==> src/rtl/multdiv_pkg.sv <==
// Shared definitions for the iterative multiply/divide stage.
//   md_state_t   : FSM encoding (IDLE -> RUN -> DONE -> IDLE)
//   MD_ITER      : number of RUN iterations (one result bit per clock)
//   RSTATUS_*    : status codes reported on an exception
//   md_abs       : two's-complement magnitude of a 32-bit value
package multdiv_pkg;

  typedef enum logic [1:0] {
    ST_IDLE = 2'd0,
    ST_RUN  = 2'd1,
    ST_DONE = 2'd2
  } md_state_t;

  localparam int          MD_ITER      = 32;
  localparam logic [31:0] RSTATUS_MULT = 32'd4;
  localparam logic [31:0] RSTATUS_DIV  = 32'd5;

  // Magnitude as an unsigned 32-bit value; -2^31 maps to 0x80000000 (= 2^31).
  function automatic logic [31:0] md_abs(input logic [31:0] v);
    return v[31] ? (~v + 32'd1) : v;
  endfunction

endpackage

==> src/rtl/dflipflop.sv <==
// Single-bit D flip-flop with enable and asynchronous active-high clear.
//   clock, reset : clock / async clear
//   en_i, d_i    : load enable and data
//   q_o          : stored bit
module dflipflop (
  input  logic clock,
  input  logic reset,
  input  logic en_i,
  input  logic d_i,
  output logic q_o
);

  always_ff @(posedge clock or posedge reset) begin
    if (reset)     q_o <= 1'b0;
    else if (en_i) q_o <= d_i;
  end

endmodule

==> src/rtl/multdiv_counter.sv <==
// 6-bit iteration counter: synchronous clear has priority over enable.
//   clock, reset : clock / async clear
//   clr_i        : synchronous clear to zero
//   en_i         : increment enable
//   count_o      : current count
module multdiv_counter (
  input  logic       clock,
  input  logic       reset,
  input  logic       clr_i,
  input  logic       en_i,
  output logic [5:0] count_o
);

  logic [5:0] count_q;

  always_ff @(posedge clock or posedge reset) begin
    if (reset)      count_q <= '0;
    else if (clr_i) count_q <= '0;
    else if (en_i)  count_q <= count_q + 6'd1;
  end

  assign count_o = count_q;

endmodule

==> src/rtl/register.sv <==
// 32-bit register built from dflipflop cells, with enable and async clear.
//   clock, reset : clock / async clear
//   en_i, d_i    : load enable and data word
//   q_o          : stored word
module register (
  input  logic        clock,
  input  logic        reset,
  input  logic        en_i,
  input  logic [31:0] d_i,
  output logic [31:0] q_o
);

  for (genvar i = 0; i < 32; i++) begin : g_bit
    dflipflop u_dff (
      .clock (clock),
      .reset (reset),
      .en_i  (en_i),
      .d_i   (d_i[i]),
      .q_o   (q_o[i])
    );
  end

endmodule

==> src/rtl/multdiv_stage.sv <==
// Iterative signed multiply (radix-2 Booth) / divide (restoring on
// magnitudes) unit for the execute stage. One start pulse launches a
// 32-iteration operation; the result is loaded on entry to DONE and
// data_resultRDY pulses on the following edge (33 edges after start).
//   clock, reset              : clock / async active-high reset
//   ctrl_MULT, ctrl_DIV       : start pulses (multiply wins if both)
//   data_operandA/B           : operands, sampled on the start edge only
//   data_result               : registered result
//   data_exception            : overflow / divide-by-zero of last op
//   data_resultRDY            : one-cycle result-valid pulse
//   busy                      : stall request while not IDLE
//   isRStatus_out, rStatus_out: exception flag and status code
module multdiv_stage
  import multdiv_pkg::*;
(
  input  logic        clock,
  input  logic        reset,
  input  logic        ctrl_MULT,
  input  logic        ctrl_DIV,
  input  logic [31:0] data_operandA,
  input  logic [31:0] data_operandB,
  output logic [31:0] data_result,
  output logic        data_exception,
  output logic        data_resultRDY,
  output logic        busy,
  output logic        isRStatus_out,
  output logic [31:0] rStatus_out
);

  md_state_t state_q, state_d;

  logic [5:0] cnt;
  logic       start, last_iter;
  logic       cnt_clr, cnt_en, load_ops, do_iter, done_load;

  // Working registers. For multiply: acc/q/q1 form the Booth product register
  // and opd holds the multiplicand. For divide: acc is the partial remainder,
  // q shifts the dividend magnitude out and the quotient in, opd is |divisor|.
  logic               op_mult_q;
  logic signed [32:0] acc_q, acc_d;
  logic [31:0]        q_q, q_d;
  logic               q1_q, q1_d;
  logic [31:0]        opd_q;
  logic               neg_q, dz_q;

  logic signed [32:0] mcand_ext, booth_sum, rem_sh, trial;
  logic [63:0]        prod;
  logic [31:0]        res_d, rstat_d;
  logic               exc_d;

  assign start     = ctrl_MULT | ctrl_DIV;
  assign last_iter = (cnt == 6'(MD_ITER - 1));

  multdiv_counter u_cnt (
    .clock   (clock),
    .reset   (reset),
    .clr_i   (cnt_clr),
    .en_i    (cnt_en),
    .count_o (cnt)
  );

  // State register
  always_ff @(posedge clock or posedge reset) begin
    if (reset) state_q <= ST_IDLE;
    else       state_q <= state_d;
  end

  // Next-state logic; start pulses are only looked at in IDLE
  always_comb begin
    state_d = state_q;
    case (state_q)
      ST_IDLE: if (start) state_d = ST_RUN;
      ST_RUN:  if (last_iter) state_d = ST_DONE;
      ST_DONE: state_d = ST_IDLE;
      default: state_d = ST_IDLE;
    endcase
  end

  // Control outputs
  always_comb begin
    busy      = 1'b0;
    load_ops  = 1'b0;
    cnt_clr   = 1'b0;
    cnt_en    = 1'b0;
    do_iter   = 1'b0;
    done_load = 1'b0;
    case (state_q)
      ST_IDLE: begin
        load_ops = start;
        cnt_clr  = start;
      end
      ST_RUN: begin
        busy      = 1'b1;
        cnt_en    = 1'b1;
        do_iter   = 1'b1;
        done_load = last_iter;
      end
      ST_DONE: busy = 1'b1;
      default: busy = 1'b0;
    endcase
  end

  function automatic logic mul_ovf(input logic [63:0] p);
    // Product fits in 32 signed bits only if bits 63..31 are a pure sign run.
    return !((&p[63:31]) || !(|p[63:31]));
  endfunction

  function automatic logic [31:0] div_apply_sign(input logic [31:0] mag, input logic neg);
    return neg ? (~mag + 32'd1) : mag;
  endfunction

  // One iteration step of the active operation
  always_comb begin
    mcand_ext = $signed({opd_q[31], opd_q});
    booth_sum = acc_q;
    rem_sh    = $signed({acc_q[31:0], q_q[31]});
    trial     = rem_sh - $signed({1'b0, opd_q});
    acc_d     = acc_q;
    q_d       = q_q;
    q1_d      = q1_q;
    if (op_mult_q) begin
      case ({q_q[0], q1_q})
        2'b01:   booth_sum = acc_q + mcand_ext;
        2'b10:   booth_sum = acc_q - mcand_ext;
        default: booth_sum = acc_q;
      endcase
      acc_d = booth_sum >>> 1;
      q_d   = {booth_sum[0], q_q[31:1]};
      q1_d  = q_q[0];
    end else if (!trial[32]) begin
      acc_d = trial;
      q_d   = {q_q[30:0], 1'b1};
    end else begin
      acc_d = rem_sh;
      q_d   = {q_q[30:0], 1'b0};
    end
  end

  // Final result from the post-iteration values, so it is ready to load on
  // the same edge that enters DONE.
  always_comb begin
    prod = {acc_d[31:0], q_d};
    if (op_mult_q) begin
      res_d = prod[31:0];
      exc_d = mul_ovf(prod);
    end else if (dz_q) begin
      res_d = '0;
      exc_d = 1'b1;
    end else begin
      res_d = div_apply_sign(q_d, neg_q);
      // A positive quotient of 2^31 (only 0x80000000 / -1) cannot be represented.
      exc_d = !neg_q && q_d[31];
    end
    rstat_d = exc_d ? (op_mult_q ? RSTATUS_MULT : RSTATUS_DIV) : '0;
  end

  always_ff @(posedge clock or posedge reset) begin
    if (reset) begin
      op_mult_q <= 1'b0;
      acc_q     <= '0;
      q_q       <= '0;
      q1_q      <= 1'b0;
      opd_q     <= '0;
      neg_q     <= 1'b0;
      dz_q      <= 1'b0;
    end else if (load_ops) begin
      op_mult_q <= ctrl_MULT;
      acc_q     <= '0;
      q1_q      <= 1'b0;
      if (ctrl_MULT) begin
        opd_q <= data_operandA;
        q_q   <= data_operandB;
        neg_q <= 1'b0;
        dz_q  <= 1'b0;
      end else begin
        opd_q <= md_abs(data_operandB);
        q_q   <= md_abs(data_operandA);
        neg_q <= data_operandA[31] ^ data_operandB[31];
        dz_q  <= (data_operandB == '0);
      end
    end else if (do_iter) begin
      acc_q <= acc_d;
      q_q   <= q_d;
      q1_q  <= q1_d;
    end
  end

  // Output holding registers
  register u_res (
    .clock (clock),
    .reset (reset),
    .en_i  (done_load),
    .d_i   (res_d),
    .q_o   (data_result)
  );

  register u_rstat (
    .clock (clock),
    .reset (reset),
    .en_i  (done_load),
    .d_i   (rstat_d),
    .q_o   (rStatus_out)
  );

  dflipflop u_exc (
    .clock (clock),
    .reset (reset),
    .en_i  (done_load),
    .d_i   (exc_d),
    .q_o   (data_exception)
  );

  // The ready pulse is the registered DONE state, landing one edge after the
  // result registers load.
  dflipflop u_rdy (
    .clock (clock),
    .reset (reset),
    .en_i  (1'b1),
    .d_i   (state_q == ST_DONE),
    .q_o   (data_resultRDY)
  );

  assign isRStatus_out = data_exception;

endmodule

==> config.mk <==
export PLATFORM = sky130hd
export DESIGN_NAME = multdiv_stage
export DESIGN_NICKNAME = d
export VERILOG_FILES = /design/src/rtl/multdiv_pkg.sv /design/src/rtl/dflipflop.sv /design/src/rtl/multdiv_counter.sv /design/src/rtl/register.sv /design/src/rtl/multdiv_stage.sv
export SDC_FILE = /design/constraint.sdc
export NUM_CORES = 1
export LEC_CHECK = 0
export ABC_AREA = 1
export CAP_MARGIN = 40
export CORE_UTILIZATION = 40
export CTS_CLUSTER_DIAMETER = 200
export DETAILED_ROUTE_END_ITERATION = 10
export DONT_BUFFER_PORTS = 1
export PLACE_DENSITY = 0.59
export SLEW_MARGIN = 5
export SYNTH_ARGS = -nofsm -noshare
export SYNTH_HDL_FRONTEND = slang
export SYNTH_HIERARCHICAL = 1
export SYNTH_SLANG_ARGS = --single-unit
==> constraint.sdc <==
create_clock -name clock -period 4.95 [get_ports clock]
set_input_delay 0.495 -clock clock [delete_from_list [all_inputs] [get_ports clock]]
set_output_delay 0.495 -clock clock [all_outputs]
set_load 0.01 [all_outputs]
==> impl_results.md, run 1 <==
- H-tree Lvls: 4
- Longest Clk Path Bufs: 2
- Cell at the slowest stage of the critical path: sky130_fd_sc_hd__nor3_1
- Final setup skew: ~0.016 ns
- Clock Sinks: between 150 and 200
- Number of buffers created by CTS: 17
- Top cell family by delay on the critical path: simple AND/OR/NAND/NOR gates
- Hold Path Cell Cnt: 2
- Type of the most critical hold path: in2reg
- Crit path DAT: between 4 and 5 ns
- Wire length of the first global-routing pass: 94,000 um
- Fmax: 218 MHz
- Max-Cap Viols: 0
- Leading area contributor after synthesis: sky130_fd_sc_hd__dfrtp_1
- HPWL reported at the end of detailed placement: roughly 47,000 um
- Post-synth top area share: between 20% and 30%
- Reg2reg setup slack: ~0.36 ns
- Remaining global-route overflow: 0
- Cell occurring most often along the worst timing path: sky130_fd_sc_hd__nand2_1
- Initial core utilization: between 40 and 50%
- Worst Setup Path Type: reg2reg
- Via density per instance: about 5.3
- Number of global-route vias before repair: 16.9k
- RSZ-0062 raised after global routing: false
- Crit start category: flip-flop
- Antenna Cells: 0
- Final setup violation count: 0
- Maximum number of pins on one net before global-route repair: 80
- Utilization after layout: between 40% and 50%
- Full die area: about 44,000 um2
- Total via count after detailed routing: roughly 18k
- Power density relative to cell area: a little under 700 nW/um2
- Mean area per synthesized cell: ~6 um2
- Total count of max-transition violations in the final report: 0
- Number of cells in the finished layout apart from fillers: roughly 3.5k
- Beginning of the worst register-to-register path: opd_q[0]
- Total iterations of the first detailed-routing run: 6
- Reg-to-reg endpoint: u_exc/q_o
- Die height: 210 um
- Final layout net count: 3,057
- Count of input and output buffers: 0
- Final critical-path share of the clock period: 92.7%
- Overall power consumption: 0.0131 W
- Register clock-pin slew on the reported worst setup and hold paths: 0.07 ns
- Pre-CTS setup slack: 0.0699 ns
- Largest fanout on the critical path: 6
- Routed length per instance: around 17 um
- Clock tree from TritonCTS: done
- Post-Syn Instances: 2,899
- Post-synth top flop: sky130_fd_sc_hd__dfrtp_1
- Count of synthesis-stage warnings from yosys: 6
- Status: finished, final reports clean
- Synth Cell Area: around 17,000 um2
- Antenna Nets Post-Route: 0
- Clock Root Buffer: sky130_fd_sc_hd__clkbuf_16
- Async S/R FF share, synth: between 90% and 100%
- Die X-Extent: approximately 210 um
- Number of synthesized register bits: between 150 and 200
- Worst-Margin Slew: slightly below 0.8 ns
- Number of enable-type register cells in the synthesized netlist: 0
- Worst slew slack as a fraction of its limit: between 40% and 50%
- Peak supply drop: about 0.00049 V
- Synth unique cells: 55
- # rows: 75
- Final Wtd Congestion: roughly 0.95
- Endpoint with the worst hold slack: opd_q[7]
- Placed cells: about 3.5k
- Number of DRC markers in iteration 0: ~1.7k
- Final TNS setup: 0 ns
- Worst Setup Slack, final: between 0.3 and 0.4 ns
- Proportion of layout cells with a drive suffix above 1: around 6.2%
- Leakage: between 9 and 10 nW
- Antenna violations before repair: 2
- Hold path start: data_operandA[7]
- Share of synthesized area occupied by flip-flops and latches: approximately a quarter
- GRT Total Usage: around 27%
- Worst stage delay on the critical path: ~0.41 ns
- Ranking of synthesized cells by area: sky130_fd_sc_hd__dfrtp_1 (25%), sky130_fd_sc_hd__nand2_1 (20%), sky130_fd_sc_hd__inv_1 (11%)
- Tmin final: 4.59 ns
- Worst-skew pair later-pin latency: between 0.4 and 0.5 ns
- Area overhead of the layout relative to synthesis: 10.3%
- Hold violation total from the final report: 0
- WL final: ~60,000 um
- Cell count of the worst reg-to-reg path: 28
- Element type at the critical path end: flip-flop
- Critical Path RT: roughly 5.3 ns
- Placeable core region: between 40,000 and 50,000 um2
- DRC Markers: 0
- Count of buffer and inverter cells on the critical path: 4
- Count of boundary I/O pins: roughly 140
## synth_stat cells (all sizes together), types with 30 or more instances
cell type and count:
xor2 50, o21ai 186, nand2 912, inv 519, ha 74, nor3 50
nand4 32, buf 30, nor2 249, clkbuf 51, dfrtp 175, a21oi 201
nand3 197, o221ai 45
## worst max-delay path by stage
stage	startpoint	depth (start not counted)	slack, ns	end
after floorplan	q_q[31]	33	0.88	u_res/g_bit[30].u_dff/q_o
after global placement	q_q[31]	33	0.13	u_exc/q_o
after detailed placement	q_q[31]	31	0.07	u_exc/q_o
after CTS	q_q[31]	31	0.04	u_exc/q_o
after global routing	opd_q[0]	32	0.00001	u_rstat/g_bit[2].u_dff/q_o
final	opd_q[0]	28	0.36	u_exc/q_o
## what timing repair did
| item | in CTS | in global routing |
|---|---|---|
| setup endpoints to repair | 0 | 10 |
| hold buffers | 3 | 1 |
| buffers inserted | 0 | 5 |
| resized for setup | 0 | 61 |
| endpoints found under the hold margin | 72 | 2 |
## flip-flops by register name (all words and copies together) (netlist names), 2 cells and up
name,count
opd_q,32
u_cnt/count_o,6
u_res/g_bit.u_dff/q_o,32
q_q,32
u_rstat/g_bit.u_dff/q_o,32
state_q,2
acc_q,33
## per-stage QoR
stage	instance area [um2]	hold WS (ns)
2_1_floorplan	17400	0.224
3_3_place_gp	18100	0.228
3_5_place_dp	18100	0.231
4_1_cts	18700	0.104
5_1_grt	19100	0.205
6_report	19100	0.202
## layer usage
layer  part of all wire, %  global-route usage [%]  wire [um]  up-vias
met5                     0                       0          0        -
met4                   2.5                    7.60       1520        0
met3                   7.5                    6.03       4530       74
met2                    44                    42.6      26500      544
met1                    46                    37.9      27600     8551
li1                      -                       -          -     9266
## kinds of logic after synthesis
kind of cell / synth area share, %
compound gates: 16.4
simple gates: 36.3
flops: 25.3
xor+xnor: 2.94
buf+inv: 13.4
other cells: 0.0434
fa+ha+maj: 5.59
## cell type report
type | instances | area, um2
fillers | 4532 | 23200
clock buffers | 17 | 425
multi-input cells | 2152 | 11000
inverters | 521 | 1960
repair buffers | 46 | 422
flip-flops and latches | 175 | 4380
well taps | 577 | 722
clock inverters | 15 | 161
## placed cells by master (no fill, tap or decap), drive strengths merged, types with 17 or more instances in the layout
cell	instances
inv	528
o21ai	186
nand3	197
nand3b	25
o221ai	45
buf	43
dfrtp	175
a21oi	201
nor3	50
nor2	249
ha	74
o211ai	24
xor2	50
clkbuf	17
nand4	32
nand2	912
conb	32
## power breakdown
group	switching (W)	leakage [nW]	total [W]	internal (W)
clock network	0.000716	0.290	0.00140	0.000680
logic	0.00653	7.33	0.00954	0.00301
registers	0.000344	2.15	0.00215	0.00180
Note: power is estimated with default switching activity, not from simulation.
==> inputs of run 2 (changes only) <==
==> constraint.sdc (replaced) <==
create_clock -name clock -period 4.95 [get_ports clock]
set_input_delay 0.2475 -clock clock [delete_from_list [all_inputs] [get_ports clock]]
set_output_delay 0.2475 -clock clock [all_outputs]
set_load 0.01 [all_outputs]
==> run 2 against run 1 <==
  * Non-clock buffer count increased by 15
  * Critical endpoint is now u_res/g_bit[28].u_dff/q_o
  * Total power decreased by 0.75%
  * First-iteration DRC count decreased by 6.8%
  * Clock power decreased by 3%
  * Sequential share of layout area decreased by 0.22 points
  * Sequential cell count unchanged
  * Count of clock-buffer cells in the layout unchanged
  * Final area increased by 1.0%
  * Cell count increased by 0.46%
  * Global-route usage decreased by 0.20 points
  * Sequential power about the same
  * Worst setup slack improved by 0.019 ns
==> impl_results.md, run 2 (synthesized netlist as in run 1, its figures left out) <==
- Status: finished, final reports clean
- Power share of the combinational group: 73.0% (about the same)
- Final layout net count: 3,072 (+0.49%)
- Number of DRC markers in iteration 0: 1,542 (-6.8%)
- Initial core utilization: 40.9% (unchanged)
- Type of the most critical hold path: in2reg
- Worst Setup Path Type: reg2reg
- Power density relative to cell area: 674 nW/um2 (-1.8%)
- Final setup skew: 0.00987 ns (-0.00645 ns)
- WL final: 59,800 um (-0.62%)
- Beginning of the worst register-to-register path: opd_q[17]
- Placed cells: 3,455 (-0.17%)
- Element type at the critical path end: flip-flop
- Placeable core region: 42,300 um2 (unchanged)
- Final TNS setup: 0 ns (unchanged)
- Filler instances: 4,596 (+1.4%)
- Fmax: 219 MHz (+0.42%)
- Max FFs per register: 33 (unchanged)
- DRC Markers: 0 (unchanged)
- Cell count of the worst reg-to-reg path: 30 (+7.1%)
- Endpoint with the worst hold slack: opd_q[11]
- HPWL reported at the end of detailed placement: 47,100 um (-0.69%)
- Reg-to-reg endpoint: u_res/g_bit[28].u_dff/q_o
- Total count of max-transition violations in the final report: 0 (unchanged)
- Worst-skew pair later-pin latency: 0.46 ns (about the same)
- Tmin final: 4.57 ns (-0.0190 ns)
- H-tree Lvls: 4 (unchanged)
- Count of input and output buffers: 0 (unchanged)
- Remaining global-route overflow: 0 (unchanged)
- Final Wtd Congestion: 0.962 (+0.74%)
- Area overhead of the layout relative to synthesis: 11.5%
- Die height: 210 um (unchanged)
- Proportion of layout cells with a drive suffix above 1: 6.29% (+0.070 points)
- Sw power: 0.00752 W (-0.95%)
- Antenna violations before repair: 2 (unchanged)
- Switching share of total power: 57.9% (-0.12 points)
- Cell at the slowest stage of the critical path: sky130_fd_sc_hd__dfrtp_1
- GRT Total Usage: 27.1% (-0.20 points)
- Antenna Nets Post-Route: 0 (unchanged)
- Commonest non-fill, non-tap cells in the layout: sky130_fd_sc_hd__nand2_1 (898), sky130_fd_sc_hd__inv_1 (503), sky130_fd_sc_hd__nor2_1 (228), sky130_fd_sc_hd__a21oi_1 (194), sky130_fd_sc_hd__nand3_1 (190)
- Crit path DAT: 4.97 ns (+0.03 ns)
- Cell occurring most often along the worst timing path: sky130_fd_sc_hd__nand2_1
- Critical Path RT: 5.35 ns (+0.05 ns)
- Full die area: 44,100 um2 (unchanged)
- Clock tree from TritonCTS: done
- Routed length per instance: 17.0 um (-1.1%)
- Register with the most flip-flops: acc_q
- Final setup violation count: 0 (unchanged)
- Maximum number of pins on one net before global-route repair: 77 (-3.8%)
- Final critical-path share of the clock period: 92.3% (-0.38 points)
- # rows: 75 (unchanged)
- Number of cells in the finished layout apart from fillers: 3,519 (+0.46%)
- Number of buffers created by CTS: 17 (unchanged)
- Clock Sinks: 175 (unchanged)
- Hold Path Cell Cnt: 2 (unchanged)
- Clock Root Buffer: sky130_fd_sc_hd__clkbuf_16
- Clock Power Share: 10.4% (-0.3 points)
- Hold path start: data_operandA[11]
- Number of global-route vias before repair: 17.3k (+2.2%)
- Reg2reg setup slack: 0.38 ns (+0.02 ns)
- Die X-Extent: 210 um (unchanged)
- Max-Cap Viols: 0 (unchanged)
- Total via count after detailed routing: 18.5k (+0.19%)
- Peak supply drop: 0.000623 V (+26%)
- Total iterations of the first detailed-routing run: 7 (+1)
- P_int: 0.00547 W (-0.46%)
- Wire length of the first global-routing pass: 93,800 um (-0.18%)
- Most common library cell in the layout ignoring fill and taps: sky130_fd_sc_hd__nand2_1
- Largest fanout on the critical path: 5 (-1)
- Via density per instance: 5.25 (-0.27%)
- Longest Clk Path Bufs: 2 (unchanged)
- Leakage: 9.79 nW (+0.21%)
- Crit start category: flip-flop
- Share of total power in sequential cells: 16.6% (+0.2 points)
- Register clock-pin slew on the reported worst setup and hold paths: 0.08 ns (about the same)
- Count of boundary I/O pins: 136 (unchanged)
- Worst slew slack as a fraction of its limit: 36.9% (-11 points)
- Worst-Margin Slew: 0.945 ns (+0.172 ns)
- Worst stage delay on the critical path: 0.41 ns (about the same)
- Hold violation total from the final report: 0 (unchanged)
[run 2: worst max-delay path by stage]
stage                   start                          to  slack (ns)  cells after the start
floorplan             q_q[31]   u_res/g_bit[30].u_dff/q_o        0.88                     33
global placement      q_q[31]                   u_exc/q_o       0.006                     31
detailed placement    q_q[31]  u_rstat/g_bit[2].u_dff/q_o       -0.02                     31
CTS                   q_q[31]  u_rstat/g_bit[2].u_dff/q_o        0.02                     31
global route         opd_q[0]  u_rstat/g_bit[2].u_dff/q_o       -0.02                     30
finish              opd_q[17]   u_res/g_bit[28].u_dff/q_o        0.38                     30
[run 2: final cells by class]
type | count | area, um2 | share of cell area (%)
inverter | 521 | 1960 | 10.2
timing repair buffer | 61 | 589 | 3.06
antenna | 1 | 2.50 | 0.0130
sequential | 175 | 4390 | 22.8
clock buffer | 17 | 425 | 2.21
multi-input combinational | 2152 | 11000 | 57.3
tap | 577 | 722 | 3.75
clock inverter | 15 | 144 | 0.747
[run 2: critical path: cells and delay by family (launching register included)]
kind | cells | cell delay [ns]
AO/OA/AOI/OAI | 5 | 0.74
XOR/XNOR | 1 | 0.15
adder cells (fa/ha/maj) | 3 | 0.84
buffers and inverters | 4 | 0.38
flip-flops | 1 | 0.41
AND/OR/NAND/NOR | 17 | 2.00
[run 2: timing repair]
action,4_1_cts,5_1_grt
hold endpoints to repair,161,0
pin swaps,0,16
buffers inserted,0,5
endpoints found under the setup margin,2,9
hold buffers,26,0
resized for setup,1,77
[run 2: power groups by stage]
| stage | Combinational [W] | Clock (W) | Sequential, W |
|---|---|---|---|
| 2_1_floorplan | 0.00661 | 0 | 0.00205 |
| 3_3_place_gp | 0.00892 | 0 | 0.00215 |
| 4_1_cts | 0.00908 | 0.00139 | 0.00213 |
| 6_report | 0.00948 | 0.00136 | 0.00215 |
| 5_1_grt | 0.0106 | 0.00144 | 0.00220 |
| 3_5_place_dp | 0.00899 | 0 | 0.00216 |
[run 2: through the flow]
stage / total power (W) / hold slack [ns] / worst slack (ns) / area (um2) / utilization [%]
final: 0.0130 / 0.0102 / 0.380 / 19300 / 45.5
after global routing: 0.0143 / 0.0138 / -0.0167 / 19300 / 45.5
after CTS: 0.0126 / 0.00247 / 0.0200 / 18900 / 44.7
after detailed placement: 0.0111 / -0.0172 / -0.0211 / 18100 / 42.7
after global placement: 0.0111 / -0.0193 / 0.00601 / 18000 / 42.6
after floorplan: 0.00865 / -0.0238 / 0.879 / 17400 / -
[run 2: metal layers]
layer / vias up / routed length (um) / track usage (%)
met1: 8464 / 27200 / 37.1
met4: 2 / 2120 / 10.2
met2: 600 / 25800 / 41.4
li1: 9308 / - / -
met3: 96 / 4690 / 6.31
met5: - / 8 / 0
==> inputs of run 3 (changes only) <==
GPL_TIMING_DRIVEN = 0   (was not set)
PLACE_DENSITY = 0.6   (was 0.59)
RECOVER_POWER = 50   (was not set)
==> run 3 against run 2 <==
  * The flow now finishes with violations (capacitance limit, slew limit)
  * Via count rose by 4.8%
  * Sequential power about the same
  * Largest power group unchanged
  * Final area is 1.9% higher
  * Wire length is 13% higher
  * Non-clock buffer count is 68 higher
  * Critical path type unchanged
  * Clock skew grew 0.0039 ns
==> impl_results.md, run 3 (synthesized netlist as in run 1, its figures left out) <==
- Status: finished, violations left
- Violated checks: capacitance limit, slew limit
- Placeable core region: 42,300 um2 (unchanged)
- Leakage: 9.93 nW (+1.4%)
- Final setup skew: 0.0138 ns (+0.00391 ns)
- H-tree Lvls: 4 (unchanged)
- Most common library cell in the layout ignoring fill and taps: sky130_fd_sc_hd__nand2_1
- Worst stage delay on the critical path: 0.45 ns (+0.04 ns)
- Critical Path RT: 5.30 ns (-0.05 ns)
- Hold WS: 0.0147 ns (+0.00452 ns)
- Worst slew slack as a fraction of its limit: -97.8% (-130 points)
- Longest Clk Path Bufs: 2 (unchanged)
- Worst-skew pair later-pin latency: 0.46 ns (about the same)
- Hold violation total from the final report: 0 (unchanged)
- Max-Cap Viols: 2 (+2)
- Die X-Extent: 210 um (unchanged)
- Die height: 210 um (unchanged)
- Remaining global-route overflow: 0 (unchanged)
- Count of input and output buffers: 0 (unchanged)
- Antenna violations before repair: 1 (-1)
- Proportion of layout cells with a drive suffix above 1: 7.74% (+1.5 points)
- WL final: 67,400 um (+13%)
- Largest fanout on the critical path: 5 (unchanged)
- Element type at the critical path end: flip-flop
- Total via count after detailed routing: 19.4k (+4.8%)
- Cell occurring most often along the worst timing path: sky130_fd_sc_hd__nand2_1
- Initial core utilization: 40.9% (unchanged)
- Worst Setup Path Type: reg2reg
- Maximum number of pins on one net before global-route repair: 69 (-10%)
- Clock Sinks: 175 (unchanged)
- Worst-Margin Slew: 2.97 ns (+2.02 ns)
- Register with the most flip-flops: acc_q
- Tmin final: 4.68 ns (+0.113 ns)
- Total count of max-transition violations in the final report: 119 (+119)
- Crit start category: flip-flop
- Final Wtd Congestion: 0.988 (+2.7%)
- Full die area: 44,100 um2 (unchanged)
- Utilization after layout: 46.4% (+0.86 points)
- Routed length per instance: 18.8 um (+11%)
- Max FFs per register: 33 (unchanged)
- Final layout net count: 3,140 (+2.2%)
- HPWL reported at the end of detailed placement: 54,400 um (+15%)
- Wire length of the first global-routing pass: 102,000 um (+9.1%)
- Crit path DAT: 5.03 ns (+0.06 ns)
- Clock tree from TritonCTS: done
- Cell at the slowest stage of the critical path: sky130_fd_sc_hd__nor4_4
- Via density per instance: 5.40 (+2.8%)
- Number of DRC markers in iteration 0: 1,767 (+15%)
- Fmax: 214 MHz (-2.4%)
- Number of global-route vias before repair: 17.6k (+2.0%)
- Number of buffers created by CTS: 17 (unchanged)
- GRT Total Usage: 30.2% (+3.1 points)
- Final critical-path share of the clock period: 94.6% (+2.3 points)
- Peak supply drop: 0.000249 V (-60%)
- Commonest non-fill, non-tap cells in the layout: sky130_fd_sc_hd__nand2_1 (892), sky130_fd_sc_hd__inv_1 (500), sky130_fd_sc_hd__nor2_1 (223), sky130_fd_sc_hd__a21oi_1 (189), sky130_fd_sc_hd__nand3_1 (187)
- Area overhead of the layout relative to synthesis: 13.6%
- Power density relative to cell area: 697 nW/um2 (+3.4%)
- Register clock-pin slew on the reported worst setup and hold paths: 0.07 ns (about the same)
- Clock Root Buffer: sky130_fd_sc_hd__clkbuf_16
- # rows: 75 (unchanged)
- Antenna Nets Post-Route: 0 (unchanged)
- Count of boundary I/O pins: 136 (unchanged)
- Final setup violation count: 0 (unchanged)
- Type of the most critical hold path: in2reg
- Total iterations of the first detailed-routing run: 6 (-1)
- DRC Markers: 0 (unchanged)
run 3: per-layer routing:
metal | share of wire [%] | up-vias | GRT usage, %
met5 | 0 | - | 0
met1 | 46 | 9012 | 43.1
met3 | 9.2 | 102 | 7.36
met4 | 2.7 | 0 | 7.48
li1 | - | 9431 | -
met2 | 43 | 818 | 45.4
run 3: critical path, delay by kind of cell (launching register included):
kind                     cells  cell delay (ns)
buffers and inverters        4             0.34
XOR/XNOR                     1             0.20
adder cells (fa/ha/maj)      1             0.31
AND/OR/NAND/NOR             26             3.30
flip-flops                   1             0.42
run 3: final cells by class:
type / instances / area, um2
Multi-Input combinational cell: 2152 / 11200
Buffer: 81 / 362
Clock buffer: 18 / 439
Fill cell: 4578 / 22700
Inverter: 521 / 1960
Tap cell: 577 / 722
Timing Repair Buffer: 48 / 462
Antenna cell: 1 / 2.50
Sequential cell: 175 / 4390
Clock inverter: 14 / 121
run 3: path summary, 6_finish.rpt:
kind,from,endpoint,slack [ns],cells after the start
max,opd_q[0],u_exc/q_o,0.27,32
min,data_operandA[12],opd_q[12],0.01,2
max reg2reg,opd_q[0],u_exc/q_o,0.27,32
min reg2reg,u_rstat/g_bit[19].u_dff/q_o,u_rstat/g_bit[19].u_dff/q_o,0.53,2
max in group asynchronous,reset,acc_q[12],0.82,3
min in group asynchronous,reset,u_rstat/g_bit[11].u_dff/q_o,1.36,3
run 3: through the flow:
| step | cell area [um2] | setup WS (ns) | total power, W | std cells | setup TNS [ns] |
|---|---|---|---|---|---|
| floorplan | 17400 | 0.879 | 0.00865 | 2929 | 0 |
| global placement | 18100 | -0.850 | 0.0113 | 3506 | -16.80 |
| detailed placement | 18200 | -0.665 | 0.0114 | 3512 | -2.78 |
| CTS | 19000 | 0.0272 | 0.0129 | 3561 | 0 |
| global route | 19600 | -0.0696 | 0.0149 | 3587 | -0.136 |
| finish | 19600 | 0.267 | 0.0137 | 3587 | 0 |
run 3: where the power goes:
| group | switching, W | internal, W |
|---|---|---|
| Sequential | 0.000365 | 0.00180 |
| Combinational | 0.00696 | 0.00319 |
| Clock | 0.000686 | 0.000675 |
run 3: repair_timing:
action / in CTS / in global routing
endpoints found under the setup margin: 9 / 12
buffers inserted: 0 / 25
gates resized for setup: 16 / 113
endpoints found under the hold margin: 135 / 0
pin swaps: 3 / 31
hold buffers: 17 / 0
